[src/rtl/mem_arb_pkg.sv]
// Shared types and default widths for the system-memory arbiter.
package mem_arb_pkg;

   localparam int ADDR_W_DEF = 16;
   localparam int DATA_W_DEF = 8;

   // Who is waiting for read data in the cycle after a grant.
   typedef enum logic [1:0] {
      OWN_NONE = 2'd0,
      OWN_CPU  = 2'd1,
      OWN_DMA  = 2'd2
   } owner_e;

endpackage

[src/rtl/mem_arb_starve.sv]
// Saturating count of consecutive cycles a requester was denied.
// at_max tells the arbiter to force priority to this requester.
module mem_arb_starve #(
   parameter int STARVE_MAX = 4
) (
   input  logic CLK,
   input  logic RST,
   input  logic req,
   input  logic gnt,
   output logic at_max
);

   localparam logic [7:0] MAX_V = 8'(STARVE_MAX);

   logic [7:0] starve_cnt;

   // Count denied cycles; any grant or a dropped request restarts the count.
   always_ff @(posedge CLK) begin
      if (RST)
         starve_cnt <= '0;
      else if (!req || gnt)
         starve_cnt <= '0;
      else if (starve_cnt != MAX_V)
         starve_cnt <= starve_cnt + 8'd1;
   end

   assign at_max = (starve_cnt == MAX_V);

endmodule

[src/rtl/mem_arbiter.sv]
// CPU / DMA arbiter in front of the single-port synchronous system memory.
// One access per cycle, combinational grant, one-cycle read latency with the
// read data steered back to whichever port issued the read.
module mem_arbiter
   import mem_arb_pkg::*;
#(
   parameter int ADDR_W     = ADDR_W_DEF,
   parameter int DATA_W     = DATA_W_DEF,
   parameter int STARVE_MAX = 4
) (
   input  logic              CLK,
   input  logic              RST,
   // CPU port
   input  logic              CPU_REQ,
   input  logic              CPU_WE,
   input  logic [ADDR_W-1:0] CPU_ADDR,
   input  logic [DATA_W-1:0] CPU_DIN,
   output logic              CPU_GNT,
   output logic              CPU_RVALID,
   output logic [DATA_W-1:0] CPU_DOUT,
   // DMA / loader port
   input  logic              DMA_REQ,
   input  logic              DMA_WE,
   input  logic [ADDR_W-1:0] DMA_ADDR,
   input  logic [DATA_W-1:0] DMA_DIN,
   output logic              DMA_GNT,
   output logic              DMA_RVALID,
   output logic [DATA_W-1:0] DMA_DOUT,
   // memory side
   output logic              MEM_WE,
   output logic [ADDR_W-1:0] MEM_ADDR,
   output logic [DATA_W-1:0] MEM_DIN,
   input  logic [DATA_W-1:0] MEM_DOUT
);

   logic              cpu_win;
   logic              dma_win;
   logic              dma_at_max;
   logic [ADDR_W-1:0] last_addr;
   logic [DATA_W-1:0] last_din;
   owner_e            rd_owner;
   owner_e            rd_owner_nxt;
   logic [DATA_W-1:0] cpu_hold;
   logic [DATA_W-1:0] dma_hold;
   logic              cpu_rv;
   logic              dma_rv;

   mem_arb_starve #(
      .STARVE_MAX (STARVE_MAX)
   ) u_starve (
      .CLK    (CLK),
      .RST    (RST),
      .req    (DMA_REQ),
      .gnt    (dma_win),
      .at_max (dma_at_max)
   );

   // Winner pick: starved DMA first, then CPU, then DMA; nothing under reset.
   always_comb begin
      cpu_win = 1'b0;
      dma_win = 1'b0;
      if (!RST) begin
         if (DMA_REQ && dma_at_max)
            dma_win = 1'b1;
         else if (CPU_REQ)
            cpu_win = 1'b1;
         else if (DMA_REQ)
            dma_win = 1'b1;
      end
   end

   assign CPU_GNT = cpu_win;
   assign DMA_GNT = dma_win;

   // Memory-side mux; address/data park on the last granted values when idle.
   always_comb begin
      MEM_WE   = 1'b0;
      MEM_ADDR = last_addr;
      MEM_DIN  = last_din;
      if (RST) begin
         MEM_ADDR = '0;
         MEM_DIN  = '0;
      end else if (cpu_win) begin
         MEM_WE   = CPU_WE;
         MEM_ADDR = CPU_ADDR;
         MEM_DIN  = CPU_DIN;
      end else if (dma_win) begin
         MEM_WE   = DMA_WE;
         MEM_ADDR = DMA_ADDR;
         MEM_DIN  = DMA_DIN;
      end
   end

   // Remember the last driven address/data so an idle bus does not toggle.
   always_ff @(posedge CLK) begin
      if (RST) begin
         last_addr <= '0;
         last_din  <= '0;
      end else if (cpu_win || dma_win) begin
         last_addr <= MEM_ADDR;
         last_din  <= MEM_DIN;
      end
   end

   // Next read owner: only a read grant leaves data in flight.
   always_comb begin
      rd_owner_nxt = OWN_NONE;
      if (!RST) begin
         if (cpu_win && !CPU_WE)
            rd_owner_nxt = OWN_CPU;
         else if (dma_win && !DMA_WE)
            rd_owner_nxt = OWN_DMA;
      end
   end

   // Read tag register, one entry deep since read latency is one cycle.
   always_ff @(posedge CLK) begin
      if (RST)
         rd_owner <= OWN_NONE;
      else
         rd_owner <= rd_owner_nxt;
   end

   // A reset landing on the return cycle drops the in-flight read.
   assign cpu_rv = !RST && (rd_owner == OWN_CPU);
   assign dma_rv = !RST && (rd_owner == OWN_DMA);

   assign CPU_RVALID = cpu_rv;
   assign DMA_RVALID = dma_rv;

   // Per-port DOUT hold registers, loaded only by that port's own return.
   always_ff @(posedge CLK) begin
      if (RST) begin
         cpu_hold <= '0;
         dma_hold <= '0;
      end else begin
         if (cpu_rv)
            cpu_hold <= MEM_DOUT;
         if (dma_rv)
            dma_hold <= MEM_DOUT;
      end
   end

   // Live memory data during the return cycle, held value otherwise.
   always_comb begin
      CPU_DOUT = cpu_hold;
      DMA_DOUT = dma_hold;
      if (RST) begin
         CPU_DOUT = '0;
         DMA_DOUT = '0;
      end else begin
         if (cpu_rv)
            CPU_DOUT = MEM_DOUT;
         if (dma_rv)
            DMA_DOUT = MEM_DOUT;
      end
   end

endmodule

[config.mk]
export PLATFORM = sky130hd
export DESIGN_NAME = mem_arbiter
export DESIGN_NICKNAME = d
export VERILOG_FILES = /design/src/rtl/mem_arb_pkg.sv /design/src/rtl/mem_arb_starve.sv /design/src/rtl/mem_arbiter.sv
export SDC_FILE = /design/constraint.sdc
export NUM_CORES = 1
export LEC_CHECK = 0
export BUFFER_PORTS_ARGS = -buffer_cell sky130_fd_sc_hd__buf_2
export CAP_MARGIN = 20
export CORE_MARGIN = 2
export CORE_UTILIZATION = 47
export CTS_CLUSTER_SIZE = 12
export DETAILED_ROUTE_END_ITERATION = 10
export GPL_ROUTABILITY_DRIVEN = 0
export PLACE_DENSITY = 0.81
export SETUP_SLACK_MARGIN = 0.2
export SLEW_MARGIN = 20
export SYNTH_ARGS = -nofsm -noshare
export SYNTH_HDL_FRONTEND = slang
export SYNTH_SLANG_ARGS = --single-unit
[constraint.sdc]
create_clock -name CLK -period 1.74 [get_ports CLK]
set_input_delay 0.087 -clock CLK [delete_from_list [all_inputs] [get_ports CLK]]
set_output_delay 0.087 -clock CLK [all_outputs]
set_load 0.01 [all_outputs]
# --- After elaboration in Yosys (flattened, before gate mapping) ---
# Index checks and enable logic that the tools add are counted.
classes:
  reduce_logical: 13
  n_addsub: 1
  n_eq_ne: 4
  mux: 22
ops:
  columns: ["operator", "n"]
  rows:
  - ["$mux W8", 7]
  - ["$mux W16", 3]
  - ["$mux W1", 11]
  - ["$add A8 B1 Y8 const B", 1]
  - ["$eq A8 B3 Y1 const B", 1]
  - ["$ne A8 B3 Y1 const B", 1]
  - ["$logic_and A1 B1 Y1", 5]
  - ["$logic_not A1 Y1", 4]
  - ["$reduce_or A2 Y1", 2]
  - ["$eq A2 B1 Y1 const B", 1]
  - ["$eq A2 B2 Y1 const B", 1]
  - ["$logic_or A1 B1 Y1", 2]
  - ["$mux W2", 1]
totals:
  inputBits: 62
  register_bits: 50

# --- Longest topological paths before layout ---
depth:
  depth_word: 7
  ltp_mapped: 7

# --- By module ---
# A second synthesis with hierarchy kept.
hier_totals:
  hier_cells: 246
  area_unflattened_um2: 2389.8
modules_own_cells:
  columns: ["module", "area_each_um2", "seq_area_each_um2", "cells_per_inst", "instances"]
  rows:
  - ["mem_arbiter", 1935.6, 840.8, 195, 1]
  - ["mem_arb_starve", 454.2, 160.2, 51, 1]

# --- Worst setup path after synthesis ---
# OpenSTA, ideal clock, no wires.
synth_timing:
  kind: "reg-to-output"
  from: "reg u_starve.starve_cnt[0]"
  to: "out MEM_ADDR[12]"
  setup_slack_ns: 0.163
  path_buffers: 1
  arrival_ns: 1.490
  stages_incl_launch_ff: 8
  path_cell_list: "dfxtp_1 inv_1 ha_1 nor4b_4 a41oi_1 buf_2 nand2_1 a31oi_1"
synth_rtl:
  columns: ["element", "line_no", "rtl"]
  rows:
  - ["start, declared", "mem_arb_starve.sv:15", "logic [7:0] starve_cnt;"]
  - ["start signal, assigned", "mem_arb_starve.sv:24", "starve_cnt <= starve_cnt + 8'd1;"]
  - ["$eq A8 B3 Y1", "mem_arb_starve.sv:27", "assign at_max = (starve_cnt == MAX_V);"]
  - ["$logic_and A1 B1 Y1", "mem_arbiter.sv:63", "if (DMA_REQ && dma_at_max)"]
  - ["$mux W1", "mem_arbiter.sv:63", null]
  - ["$mux W1", "mem_arbiter.sv:62", "if (!RST) begin"]
  - ["named net CPU_GNT", "mem_arbiter.sv:18", "output logic CPU_GNT,"]
  - ["$mux W16", "mem_arbiter.sv:83", "end else if (cpu_win) begin"]
  - ["$mux W16", "mem_arbiter.sv:80", "if (RST) begin"]
  - ["end, declared", "mem_arbiter.sv:31", "output logic [ADDR_W-1:0] MEM_ADDR,"]
# The timed path passes the listed nets, and every way through them passes these cells.

# --- Worst setup path after layout ---
layout_timing:
  from: "reg u_starve.starve_cnt[1]"
  to: "out MEM_ADDR[10]"
layout_via:
  elab_chain_cells: 7
layout_rtl:
  columns: ["element", "line_no", "rtl"]
  rows:
  - ["$eq A8 B3 Y1 (*)", "mem_arb_starve.sv:27", null]
  - ["$logic_and A1 B1 Y1 (*)", "mem_arbiter.sv:63", null]
  - ["$mux W1", "mem_arbiter.sv:63", null]
  - ["$mux W1", "mem_arbiter.sv:62", null]
  - ["$mux W16", "mem_arbiter.sv:87", "end else if (dma_win) begin"]
  - ["$mux W16 (*)", "mem_arbiter.sv:83", null]
  - ["$mux W16 (*)", "mem_arbiter.sv:80", null]
# Mark *: on every way between the ends. The rest lies on a longest branch, timed or not.

==> flow_metrics.env <==
export IMPL_status="finished with violations"
export IMPL_violations="negative setup slack"
export IMPL_overflow=0
export IMPL_setup_viol=27
export IMPL_power_leakage_nw=1.48
export IMPL_cp_max_fo=8
export IMPL_firstDrtPassIters=5
export IMPL_hold_class="in -> reg"
export IMPL_synth_cells=292
export IMPL_dpl_cell_area_um2=3150
export IMPL_cts_sink_count=50
export IMPL_reg2reg_slack_ns=0.07
export IMPL_ir_drop_mv=0.405
export IMPL_synth_top_area_share_pct=41.0
export IMPL_crit_arrival_ns=1.95
export IMPL_synthFlopType="dfxtp_1"
export IMPL_clock_fmax_ghz=0.492
export IMPL_power_mw=2.45
export IMPL_setup_slack_ns=-0.294
export IMPL_post_place_ws_ns=0.0507
export IMPL_cts_tree="done"
export IMPL_fp_row_count=26
export IMPL_yosys_area_top_type="dfxtp_1"
export IMPL_area_delta_synth_final_pct=47.1
export IMPL_core_area_um2=5040
export IMPL_diodes=0
export IMPL_hold_viol_final=0
export IMPL_drtIter0Drc=198
export IMPL_drc=0
export IMPL_die_area_um2=5780
export IMPL_layout_common_cells="buf_2, dfxtp_1, nand2_1"
export IMPL_synthTopCellsByArea="dfxtp_1, a31oi_1, nand3_1, a22oi_1, nand2_1"
export IMPL_yosysSeqAreaShare_pct=41.0
export IMPL_power_density_nw_per_um2=683
export IMPL_holdCritStartpoint="MEM_DOUT[2]"
export IMPL_first_global_vias=2626
export IMPL_end_kind="primary output"
export IMPL_fill_cells=367
export IMPL_rsz0062_at_grt="yes"
export IMPL_whs_path_depth=3
export IMPL_mostFrequentLayoutCell="buf_2"
export IMPL_cts_made_buffers=5
export IMPL_io_pins=107
export IMPL_postLayoutCellArea_um2=3590
export IMPL_vias=2818
export IMPL_rr_worst_depth=9
export IMPL_ys_ff_latch=50
export IMPL_ys_warn_count=0
export IMPL_synthDistinctLibCells=33
export IMPL_setup_worst_path_start_class="flop"
export IMPL_wl_um=7850
export IMPL_portBuffers=106
export IMPL_cp_required_ns=1.65
export IMPL_drt_wirelength_per_cell_um=16.2
export IMPL_slew_viol_final=0
export IMPL_r2r_end="last_addr[4]"
export IMPL_skew_ns=0.0113
export IMPL_hpwlAfterDp_um=5160
export IMPL_synth_edf_count=0
export IMPL_grtUsageTotal_pct=26.2
export IMPL_postRouteAntennaNets=0
export IMPL_cts_buffer_depth=2
export IMPL_layout_nets=478
export IMPL_antenna_found_initial=0
export IMPL_synth_nets=356
export IMPL_synthArstFlopShare_pct=0
export IMPL_hold_end="dma_hold[2]"
export IMPL_grt_max_degree=24
export IMPL_finalCritPeriodShare_pct=117
export IMPL_viasPerCell=5.81
export IMPL_critical_path_class="reg -> out"
export IMPL_fin_crit_ns=2.03
export IMPL_drv_cap=0
export IMPL_grt_pass1_wl_um=12300
export IMPL_die_x_um=76.0
export IMPL_clockRootBuffer="clkbuf_8"
export IMPL_clk_pin_slew_ns=0.09
export IMPL_drive_above_1_share_pct=50.4
export IMPL_die_y_um=76.0
export IMPL_worstMarginPinSlew_ns=0.448
export IMPL_r2r_start="u_starve.starve_cnt[1]"
export IMPL_postSynthAreaPerCell_um2=8.35
export IMPL_initial_utilization_pct=48.4
export IMPL_clkLatencyLatePin_ns=0.31
export IMPL_relSlewSlack_pct=70.1
export IMPL_syn_cell_area_um2=2440
export IMPL_cts_htree_levels=2
-- report_power, final --
part	internal [mW]	switching, mW
combinational	0.226	0.292
clock	0.320	0.395
sequential	1.20	0.0185
total	1.74	0.706
-- metal layers --
metal  wire length [um]  vias to the layer above  track usage [%]
li1                   -                     1338                -
met1               3160                     1314             31.9
met2               3900                      142             45.3
met3                626                       24             6.64
met4                171                        0             8.73
met5                  0                        -                0
-- synth_stat cells (4+ instances only) --
library cell,n
nand2_1,41
clkbuf_1,5
dfxtp_1,50
nand2b_1,4
nand3_1,43
nor2b_1,5
buf_2,7
buf_4,4
nor2_1,10
a21oi_1,17
a22oi_1,24
a31oi_1,48
-- repair_timing --
item / 4_1_cts / 5_1_grt
hold endpoints to repair: 2 / 0
setup buffers: 5 / 2
gates cloned: 4 / 0
resized for setup: 30 / 27
pin swaps: 9 / 8
setup endpoints to repair: 51 / 75
hold buffers: 2 / 0
-- critical path, cell delays in order, from the launching register on --
cell and delay [ns]:
dfxtp_2 0.34, inv_2 0.06, ha_4 0.11, nor4b_4 0.23, buf_4 0.20, a31o_4 0.24, nand3_2 0.11, a31oi_2 0.20
buf_2 0.15
-- logic make-up after synthesis --
logic type / Yosys count / share of synthesized area [%]
AOI/OAI and AO/OA: 94 / 25.4
xor gates and xnor gates: 6 / 2.16
adders and majority gates: 2 / 1.03
buffers and inverters: 28 / 7.64
DFF: 50 / 41.0
and+or+nand+nor: 112 / 22.7
-- cell type report --
| class | count | area, um^2 | share of cell area (%) |
|---|---|---|---|
| clock buffer | 6 | 82.6 | 2.30 |
| clock inverter | 2 | 12.5 | 0.349 |
| inverter | 3 | 11.3 | 0.314 |
| multi-input combinational | 216 | 1590 | 44.3 |
| sequential | 50 | 1010 | 28.1 |
| tap | 70 | 87.6 | 2.44 |
| timing repair buffer | 138 | 795 | 22.1 |
-- flip-flops by register name, indices dropped and copies added, names as in the netlist --
register             flops
rd_owner                 2
last_addr               16
u_starve.starve_cnt      8
cpu_hold                 8
last_din                 8
dma_hold                 8
-- worst max path at each step --
stage | slack, ns | endpoint | from | cells after the start
final | -0.29 | MEM_ADDR[10] | u_starve.starve_cnt[1] | 8
after global routing | -0.43 | MEM_ADDR[10] | u_starve.starve_cnt[0] | 8
after CTS | -0.24 | MEM_ADDR[13] | u_starve.starve_cnt[0] | 8
after detailed placement | 0.05 | MEM_DIN[1] | u_starve.starve_cnt[0] | 8
after global placement | 0.08 | MEM_DIN[1] | u_starve.starve_cnt[0] | 8
after floorplan | 0.19 | MEM_ADDR[12] | u_starve.starve_cnt[0] | 7
-- per-stage QoR --
| stage | hold slack (ns) | setup TNS, ns | utilization, % | cells |
|---|---|---|---|---|
| 5_1_grt | 0.0457 | -9.36 | 71.1 | 485 |
| 3_3_place_gp | 0.281 | 0 | 62.4 | 464 |
| 4_1_cts | 0.0361 | -5.50 | 68.5 | 483 |
| 6_report | 0.0381 | -6.28 | 71.1 | 485 |
| 3_5_place_dp | 0.302 | 0 | 62.4 | 464 |
| 2_1_floorplan | 0.159 | 0 | - | 292 |
Note: power is estimated with default switching activity, not from simulation.
